`config.mk`:
```
export PLATFORM = sky130hd
export DESIGN_NAME = hac_pos_flop
export DESIGN_NICKNAME = d
export VERILOG_FILES = /design/src/rtl/hac_flop_pkg.sv /design/src/rtl/hac_dff_cell.sv /design/src/rtl/hac_pos_flop.sv
export SDC_FILE = /design/constraint.sdc
export NUM_CORES = 1
export LEC_CHECK = 0
export CORE_AREA = 2 2 39 41
export DETAILED_ROUTE_END_ITERATION = 6
export DIE_AREA = 0 0 41 43
export PLACE_DENSITY_LB_ADDON = 0.08
export SLEW_MARGIN = 5
export SYNTH_ARGS = -nofsm -noshare
export SYNTH_HDL_FRONTEND = slang
export SYNTH_SLANG_ARGS = --single-unit
```
`constraint.sdc`:
```
create_clock -name clk -period 3.45 [get_ports clk]
set_clock_uncertainty 0.2 [all_clocks]
set_input_delay 0.69 -clock clk [delete_from_list [all_inputs] [get_ports clk]]
set_output_delay 0.69 -clock clk [all_outputs]
set_load 0.01 [all_outputs]
```
`src/rtl/hac_flop_pkg.sv`:
```
// Shared defaults and helpers for the hac positive-edge flop pipeline.
package hac_flop_pkg;

  localparam int unsigned DEPTH_DEF   = 4;
  localparam int unsigned CNT_W_DEF   = 8;
  localparam logic        RST_VAL_DEF = 1'b0;

  // Increment v, holding at the all-ones value of a w-bit counter (w <= 32).
  function automatic logic [31:0] sat_inc(input logic [31:0] v,
                                          input int unsigned w);
    logic [31:0] max_v;
    max_v = (32'(1) << w) - 32'(1);
    if (w >= 32) begin
      max_v = '1;
    end
    return (v >= max_v) ? max_v : v + 32'(1);
  endfunction

endpackage : hac_flop_pkg

```
`src/rtl/hac_dff_cell.sv`:
```
// Single positive-edge D flop with synchronous reset and hold enable.
module hac_dff_cell
  import hac_flop_pkg::*;
#(
  parameter logic RST_VAL = RST_VAL_DEF
) (
  input  logic clk,
  input  logic rst,
  input  logic en,
  input  logic d,
  output logic q
);

  // Reset wins over enable; with en low the stage holds its value.
  always_ff @(posedge clk) begin
    if (rst) begin
      q <= RST_VAL;
    end else if (en) begin
      q <= d;
    end
  end

endmodule : hac_dff_cell

```
`src/rtl/hac_pos_flop.sv`:
```
// DEPTH-stage serial flop pipeline with per-stage taps and a saturating
// counter of z value changes.
module hac_pos_flop
  import hac_flop_pkg::*;
#(
  parameter int unsigned DEPTH   = DEPTH_DEF,
  parameter logic        RST_VAL = RST_VAL_DEF,
  parameter int unsigned CNT_W   = CNT_W_DEF,
  parameter string       NAME    = "F"
) (
  input  logic             clk,
  input  logic             rst,
  input  logic             en,
  input  logic             a,
  output logic             z,
  output logic [DEPTH-1:0] taps,
  output logic [CNT_W-1:0] z_toggles
);

  logic [DEPTH-1:0] stage_q;
  logic             z_nxt_c;
  logic [CNT_W-1:0] cnt_q;
  logic [CNT_W-1:0] cnt_d;

  // Reject degenerate parameterisations at elaboration, labelled by NAME.
  if (DEPTH < 1) begin : g_bad_depth
    $error("%s: DEPTH must be >= 1", NAME);
  end
  if ((CNT_W < 1) || (CNT_W > 32)) begin : g_bad_cnt_w
    $error("%s: CNT_W must be in 1..32", NAME);
  end

  // Stage chain; block label f keeps hierarchical names f[i].u_dff stable.
  for (genvar i = 0; i < DEPTH; i++) begin : f
    logic d_c;
    if (i == 0) begin : g_head
      assign d_c = a;
    end else begin : g_body
      assign d_c = stage_q[i-1];
    end
    hac_dff_cell #(
      .RST_VAL (RST_VAL)
    ) u_dff (
      .clk (clk),
      .rst (rst),
      .en  (en),
      .d   (d_c),
      .q   (stage_q[i])
    );
  end

  // Value the last stage will take at the coming edge when shifting.
  if (DEPTH == 1) begin : g_znxt_single
    assign z_nxt_c = a;
  end else begin : g_znxt_chain
    assign z_nxt_c = stage_q[DEPTH-2];
  end

  // Next count: bump (saturating) only when a shift changes z.
  always_comb begin
    cnt_d = cnt_q;
    if (en && (z_nxt_c != stage_q[DEPTH-1])) begin
      cnt_d = CNT_W'(sat_inc(32'(cnt_q), CNT_W));
    end
  end

  // Toggle counter register, cleared only by reset.
  always_ff @(posedge clk) begin
    if (rst) begin
      cnt_q <= '0;
    end else begin
      cnt_q <= cnt_d;
    end
  end

  assign z         = stage_q[DEPTH-1];
  assign taps      = stage_q;
  assign z_toggles = cnt_q;

endmodule : hac_pos_flop

```
### Word level (Yosys, flattened, before mapping)

Cells that the tools add are included.

* add/sub/neg operators: 1
* magnitude comparators: 1
* equality and inequality tests: 1
* multiplexer cells: 1
* reductions and logical operators: 1

Operator list (count)
* $add A8 B1 Y8 const B: 1
* $ge A8 B8 Y1 const B: 1
* $mux W8: 1
* $logic_and A1 B1 Y1: 1
* $ne A1 B1 Y1: 1

* register bits: 12
* bits of input ports: 4
* word-level logic and storage cells: 10

### Logic depth before layout (Yosys ltp)

Gate-level depths: netlist of run 1.

* depth after elaboration: 2
* gate-level depth with buffers: 5

### Cells and area by module

Synthesis of run 1 repeated with hierarchy kept, for this count alone.

* cell total of the unflattened synthesis: 69
* area total of the unflattened synthesis: 670.6 um^2

Modules (own cells, without submodules)
* hac_pos_flop: instances 1, cells each 57, area each 535.5 um^2, seq. area each 160.2 um^2
* hac_dff_cell: instances 4, cells each 3, area each 33.8 um^2, seq. area each 20.0 um^2

### Worst setup path before layout of run 1

OpenSTA, ideal clock, no wires.

* kind: input -> register
* start point: in en
* end point: reg cnt_q[7] (netlist: z_toggles[7])
* arrival: 1.234 ns
* data required time: 3.126 ns
* slack: 1.891 ns
* stages on the path: 4
* path buffers: 1
* cell sequence: buf_6 nand2_1 nor4_1 nor3b_1

* longest elaborated chain between the ends: 1

RTL lines
* start: declaration: RTL line hac_pos_flop.sv:13 `input logic en,`
* $logic_and A1 B1 Y1: RTL line hac_pos_flop.sv:62 `if (en && (z_nxt_c != stage_q[DEPTH-1])) begin`
* end signal: assignment: RTL line hac_pos_flop.sv:72 `cnt_q <= cnt_d;`
* end: declaration: RTL line hac_pos_flop.sv:22 `logic [CNT_W-1:0] cnt_q;`

No other way between the ends.
A chain may end at the register's enable or synchronous reset.

### Final worst setup path of run 1

* start point: reg cnt_q[2] (netlist: z_toggles[2])
* end point: out z_toggles[2]

RTL lines
* end: declaration: RTL line hac_pos_flop.sv:17 `output logic [CNT_W-1:0] z_toggles`

No word-level cell between the ends.

==> impl_metrics.json, run 1 <==
{
  "crit_path_max_fanout": 9,
  "p_int_w": 0.000189,
  "period_share_pct": 63.9,
  "cts_root_buffer": "clkbuf_4",
  "required_ps": 2560,
  "numCtsBuffers": 3,
  "drt-total-wl_um": 1090,
  "synth_area_um2": 596,
  "r2r_slack_ps": 1870,
  "path_cells": "clkdlybuf4s50_1",
  "drtAntennaViolNets": 0,
  "grt_overflow": 0,
  "drive_gt1_share_pct": 9.21,
  "viasPerCell": 5.15,
  "avgSynthCellArea_um2": 9.45,
  "grt_pass1_wl_um": 1710,
  "groute.usage.overall_pct": 14.6,
  "crit_buf_inv": 1,
  "clock-sinks": 12,
  "timing.fmax_mhz": 454,
  "r2r_start": "f[2].u_dff.q",
  "synthCells": 63,
  "drc": 0,
  "drtIter0Drc": 1,
  "ios": 17,
  "synth_area_leaders": "dfxtp_1, mux2i_1, buf_4",
  "grt_pass1_vias": 418,
  "synth.largest_area_cell": "dfxtp_1",
  "io_buffers": 16,
  "synthArstFlopShare_pct": 0,
  "synth_edf_count": 0,
  "p_comb_share_pct": 6.3,
  "hold_buffers": 0,
  "routedWlPerCell_um": 11.9,
  "synth_nets": 68,
  "die_w_um": 41,
  "area_delta_synth_final_pct": 26.3,
  "synth_seq_cells": 12,
  "max_stage_delay_ps": 590,
  "core_mm2": 0.00138,
  "tns_ps": 0,
  "setup_viol": 0,
  "maxCapViolCount": 0,
  "ys_warn_count": 0,
  "p_leak_nw": 0.290,
  "final_hold_viol_count": 0,
  "yosysSeqAreaShare_pct": 40.3,
  "gp_congestion": 0.808,
  "dp_cells": 89,
  "stdcell_count": 92,
  "r2r-end": "z_toggles[7]",
  "min_path_type": "register to register",
  "clk_latency_ps": 270,
  "ys.flop_type": "dfxtp_1",
  "power.density_mw_per_mm2": 319,
  "drv_slew": 0,
  "p_switching_w": 0.0000513,
  "p_sw_share_pct": 21.4,
  "ir_worst_vdd_mv": 0.170,
  "period_minus_slack_ps": 2200,
  "htree_levels": 1,
  "worst_slew_margin_rel_pct": 71.1,
  "cts.clk_slew.worst_paths_ps": 70,
  "synth_common_cells": "dfxtp_1, mux2i_1, nor2_1",
  "min_path_cells": 2,
  "cts.repair.resized": 0,
  "reg2reg_depth": 4,
  "firstDrtPassIters": 2,
  "hold_start": "f[1].u_dff.q",
  "path_class": "register to primary output",
  "cts_tree": "built",
  "slowest_stage": "clkdlybuf4s50_1",
  "post-cts-setup-buffer-count": 0,
  "synth_top_cell_area_share_pct": 40.3,
  "status": "complete, no violations",
  "yosysMostFrequentCell": "dfxtp_1",
  "worst_pin_slew_ps": 432,
  "dp_hpwl_um": 776,
  "grt_max_degree": 13,
  "die_h_um": 43,
  "cts_max_path_buffers": 2,
  "antenna_found_initial": 0,
  "initial_utilization_pct": 43.0,
  "crit_path_start_kind": "register",
  "antenna_cells": 0,
  "die-area_mm2": 0.00176,
  "fp-row-count": 14,
  "p_seq_share_pct": 58.9,
  "endpoint_kind": "primary output",
  "hold_end": "f[2].u_dff.q",
  "critical-path-top-delay-family": "buffers and inverters",
  "ys_types": 25,
  "rsz0062_at_grt": "false",
  "num-nets-final": 83,
  "num_vias": 474,
  "crit_arrival_ps": 1310,
  "power.share.clock_pct": 34.8
}
## logic make-up after synthesis
group / Yosys count / synth area share [%]
compound gates: 10 / 10.7
xor+xnor: 3 / 5.67
fa+ha+maj: 1 / 2.10
buf+inv: 6 / 7.77
flops: 12 / 40.3
mux: 6 / 10.1
simple gates: 25 / 23.3
## sequential cells by signal, summed over array words and instances, names as in the netlist
name       flops
z_toggles      8
f.u_dff.q      4
## worst max-delay path by stage
stage	slack, ps	cells after the start	start	endpoint
3_3_place_gp	1140	4	en	z_toggles[7]
2_1_floorplan	1890	4	en	z_toggles[7]
6_report	1250	1	z_toggles[2]	z_toggles[2]
4_1_cts	1230	1	z_toggles[2]	z_toggles[2]
3_5_place_dp	1110	4	en	z_toggles[7]
5_1_grt	1190	1	z_toggles[2]	z_toggles[2]
## layout make-up
cell class                      instances  area, µm²
Sequential cell                        12        240
Tap cell                               16       20.0
Clock buffer                            3       22.5
Fill cell                             137        632
Timing Repair Buffer                   16        160
Multi-Input combinational cell         45        309
## power by group through the flow
stage,Clock [W],Sequential [W],Combinational (W)
after global placement,0,0.000145,0.0000153
final,0.0000834,0.000141,0.0000151
after CTS,0.0000872,0.000141,0.0000153
after floorplan,0,0.000144,0.0000105
after detailed placement,0,0.000145,0.0000151
after global routing,0.0000922,0.000141,0.0000162
## cell usage in the layout, fill, tap and decap left out, drive strengths merged
cell type,n
nand2,3
o21bai,2
a211oi,2
a31oi,3
and2,2
a21oi,3
clkbuf,3
ha,1
nand4,2
nor3b,1
clkdlybuf4s50,16
mux2i,6
nand3,3
or2,1
nor2,6
xor2,3
and3,3
nand2b,1
and4,1
nor3,1
nor4,1
dfxtp,12
## metal layers
layer	vias up	track usage [%]	share of wire (%)
met5	-	0	0
met4	0	12.0	3.3
met3	4	3.14	3.7
met2	12	17.5	40
met1	206	21.2	53
li1	252	-	-
## through the flow
step | hold slack, ps | util (%) | worst slack (ps) | power (W) | area (µm²)
2_1_floorplan | 284 | - | 1890 | 0.000155 | 596
3_3_place_gp | 308 | 52.7 | 1140 | 0.000160 | 729
3_5_place_dp | 320 | 52.7 | 1110 | 0.000160 | 729
4_1_cts | 335 | 54.3 | 1230 | 0.000244 | 752
5_1_grt | 358 | 54.3 | 1190 | 0.000250 | 752
6_report | 327 | 54.3 | 1250 | 0.000240 | 752
Power figures use the tool's default switching activity.
==> run 2, diff against run 1 <==
Settings changed: CORE_AREA 2 2 39 41 to not set, CORE_UTILIZATION set to 44, DIE_AREA 0 0 41 43 to not set.
Clock period 3.45 ns to 2.2 ns, I/O delays scaled along.
==> impl_metrics.json, run 2 (same netlist as run 1, synthesis figures left out) <==
{
  "firstDrtPassIters": 4,
  "path_class": "register to primary output",
  "num_vias": 496,
  "ios": 17,
  "max_stage_delay_ps": 590,
  "required_ps": 1560,
  "maxCapViolCount": 0,
  "largest_reg_flops": 8,
  "crit_buf_inv": 1,
  "numCtsBuffers": 3,
  "highest_layer": "met4",
  "core_mm2": 0.00119,
  "ir_worst_vdd_mv": 0.335,
  "post-cts-setup-buffer-count": 0,
  "grt_overflow": 0,
  "worst_slew_margin_rel_pct": 69.1,
  "viasPerCell": 5.39,
  "path_cells": "clkdlybuf4s50_1",
  "most-common-layout-cells": "clkdlybuf4s50_1, dfxtp_1, mux2i_1, nor2_1",
  "grt_pass1_wl_um": 1880,
  "clk_latency_ps": 280,
  "register_area_um2": 240,
  "power.share.clock_pct": 41.6,
  "die_h_um": 38.8,
  "drtIter0Drc": 13,
  "crit_path_start_kind": "register",
  "drc": 0,
  "die-area_mm2": 0.00150,
  "multi_input_comb_area_um2": 309,
  "power.density_mw_per_mm2": 548,
  "r2r_slack_ps": 650,
  "final_hold_viol_count": 0,
  "cts.repair.resized": 0,
  "p_int_w": 0.000334,
  "antenna_found_initial": 0,
  "grt_max_degree": 13,
  "status": "complete, no violations",
  "drive_gt1_share_pct": 11.5,
  "place_ws_ps": 340,
  "dp_hpwl_um": 864,
  "io_buffers": 16,
  "timing.final.ws_setup_ps": 224,
  "fp-row-count": 12,
  "drv_slew": 0,
  "cts_root_buffer": "clkbuf_4",
  "p_switching_w": 0.0000887,
  "period_share_pct": 89.8,
  "rsz0062_at_grt": "false",
  "grt_pass1_vias": 398,
  "final_common_cell": "clkdlybuf4s50_1",
  "min_path_type": "register to register",
  "tns_ps": 0,
  "cts_tree": "built",
  "clock-sinks": 12,
  "p_sw_share_pct": 21.0,
  "routedWlPerCell_um": 13.1,
  "p_seq_share_pct": 52.4,
  "gp_congestion": 0.801,
  "crit_arrival_ps": 1340,
  "m1WireLength_um": 616,
  "initial_utilization_pct": 50.2,
  "drt-total-wl_um": 1210,
  "critical-path-top-delay-family": "buffers and inverters",
  "endpoint_kind": "primary output",
  "timing.fmax_mhz": 506,
  "crit_path_max_fanout": 9,
  "period_minus_slack_ps": 1980,
  "hold_buffers": 0,
  "cts.clk_slew.worst_paths_ps": 80,
  "fillers": 114,
  "p_leak_nw": 0.302,
  "wl_met2_um": 482,
  "die_w_um": 38.8,
  "area_delta_synth_final_pct": 29.4,
  "wl_met3_um": 83,
  "antenna_cells": 0,
  "num-nets-final": 84,
  "p_comb_share_pct": 6.0,
  "cts_max_path_buffers": 2,
  "drtAntennaViolNets": 0,
  "groute.usage.overall_pct": 19.1,
  "slowest_stage": "clkdlybuf4s50_1",
  "worst_pin_slew_ps": 463,
  "htree_levels": 1,
  "setup_viol": 0
}
[run 2: changes by cell type in the layout (fill, tap and decap cells not counted)]
cell	before	now
buf_4	0	1
clkbuf_8	0	1
[run 2: area by class of cell]
cell class                      count  area share (%)
Sequential cell                    12            31.2
Tap cell                           14            2.27
Multi-Input combinational cell     45            40.1
Timing Repair Buffer               17            21.8
Clock buffer                        4            4.71
[run 2: final timing paths]
kind                     start      endpoint  cells past startpoint
setup / recovery  z_toggles[2]  z_toggles[2]                      1
hold / removal    f[0].u_dff.q  f[1].u_dff.q                      2
setup reg to reg  f[3].u_dff.q  z_toggles[7]                      4
hold reg to reg   f[0].u_dff.q  f[1].u_dff.q                      2
[run 2: power by group through the flow]
stage	logic [W]	clock network, W	registers [W]
after global placement	0.0000250	0	0.000227
final	0.0000254	0.000176	0.000222
after CTS	0.0000255	0.000182	0.000222
after detailed placement	0.0000254	0	0.000227
after global routing	0.0000272	0.000188	0.000222
after floorplan	0.0000165	0	0.000227
[run 2: tightest hold or removal path: cells and delay by family (launching register included)]
family / cells / cell delay [ps]
multiplexers: 1 / 80
AND/OR/NAND/NOR: 1 / 70
flip-flops: 1 / 350
[run 2: metal layers]
metal	global-route usage, %	vias up
met5	0	-
met4	10.3	0
met3	6.94	4
met2	23.3	18
met1	28.0	219
li1	-	255
[run 2: stage by stage]
stage | cell area [µm²] | util, % | power (W) | std cells | hold WS (ps)
3_5_place_dp | 734 | 61.9 | 0.000252 | 88 | 313
5_1_grt | 771 | 65.0 | 0.000437 | 92 | 361
2_1_floorplan | 596 | - | 0.000243 | 63 | 284
4_1_cts | 771 | 65.0 | 0.000429 | 92 | 329
6_report | 771 | 65.0 | 0.000423 | 92 | 323
3_3_place_gp | 734 | 61.9 | 0.000252 | 88 | 300
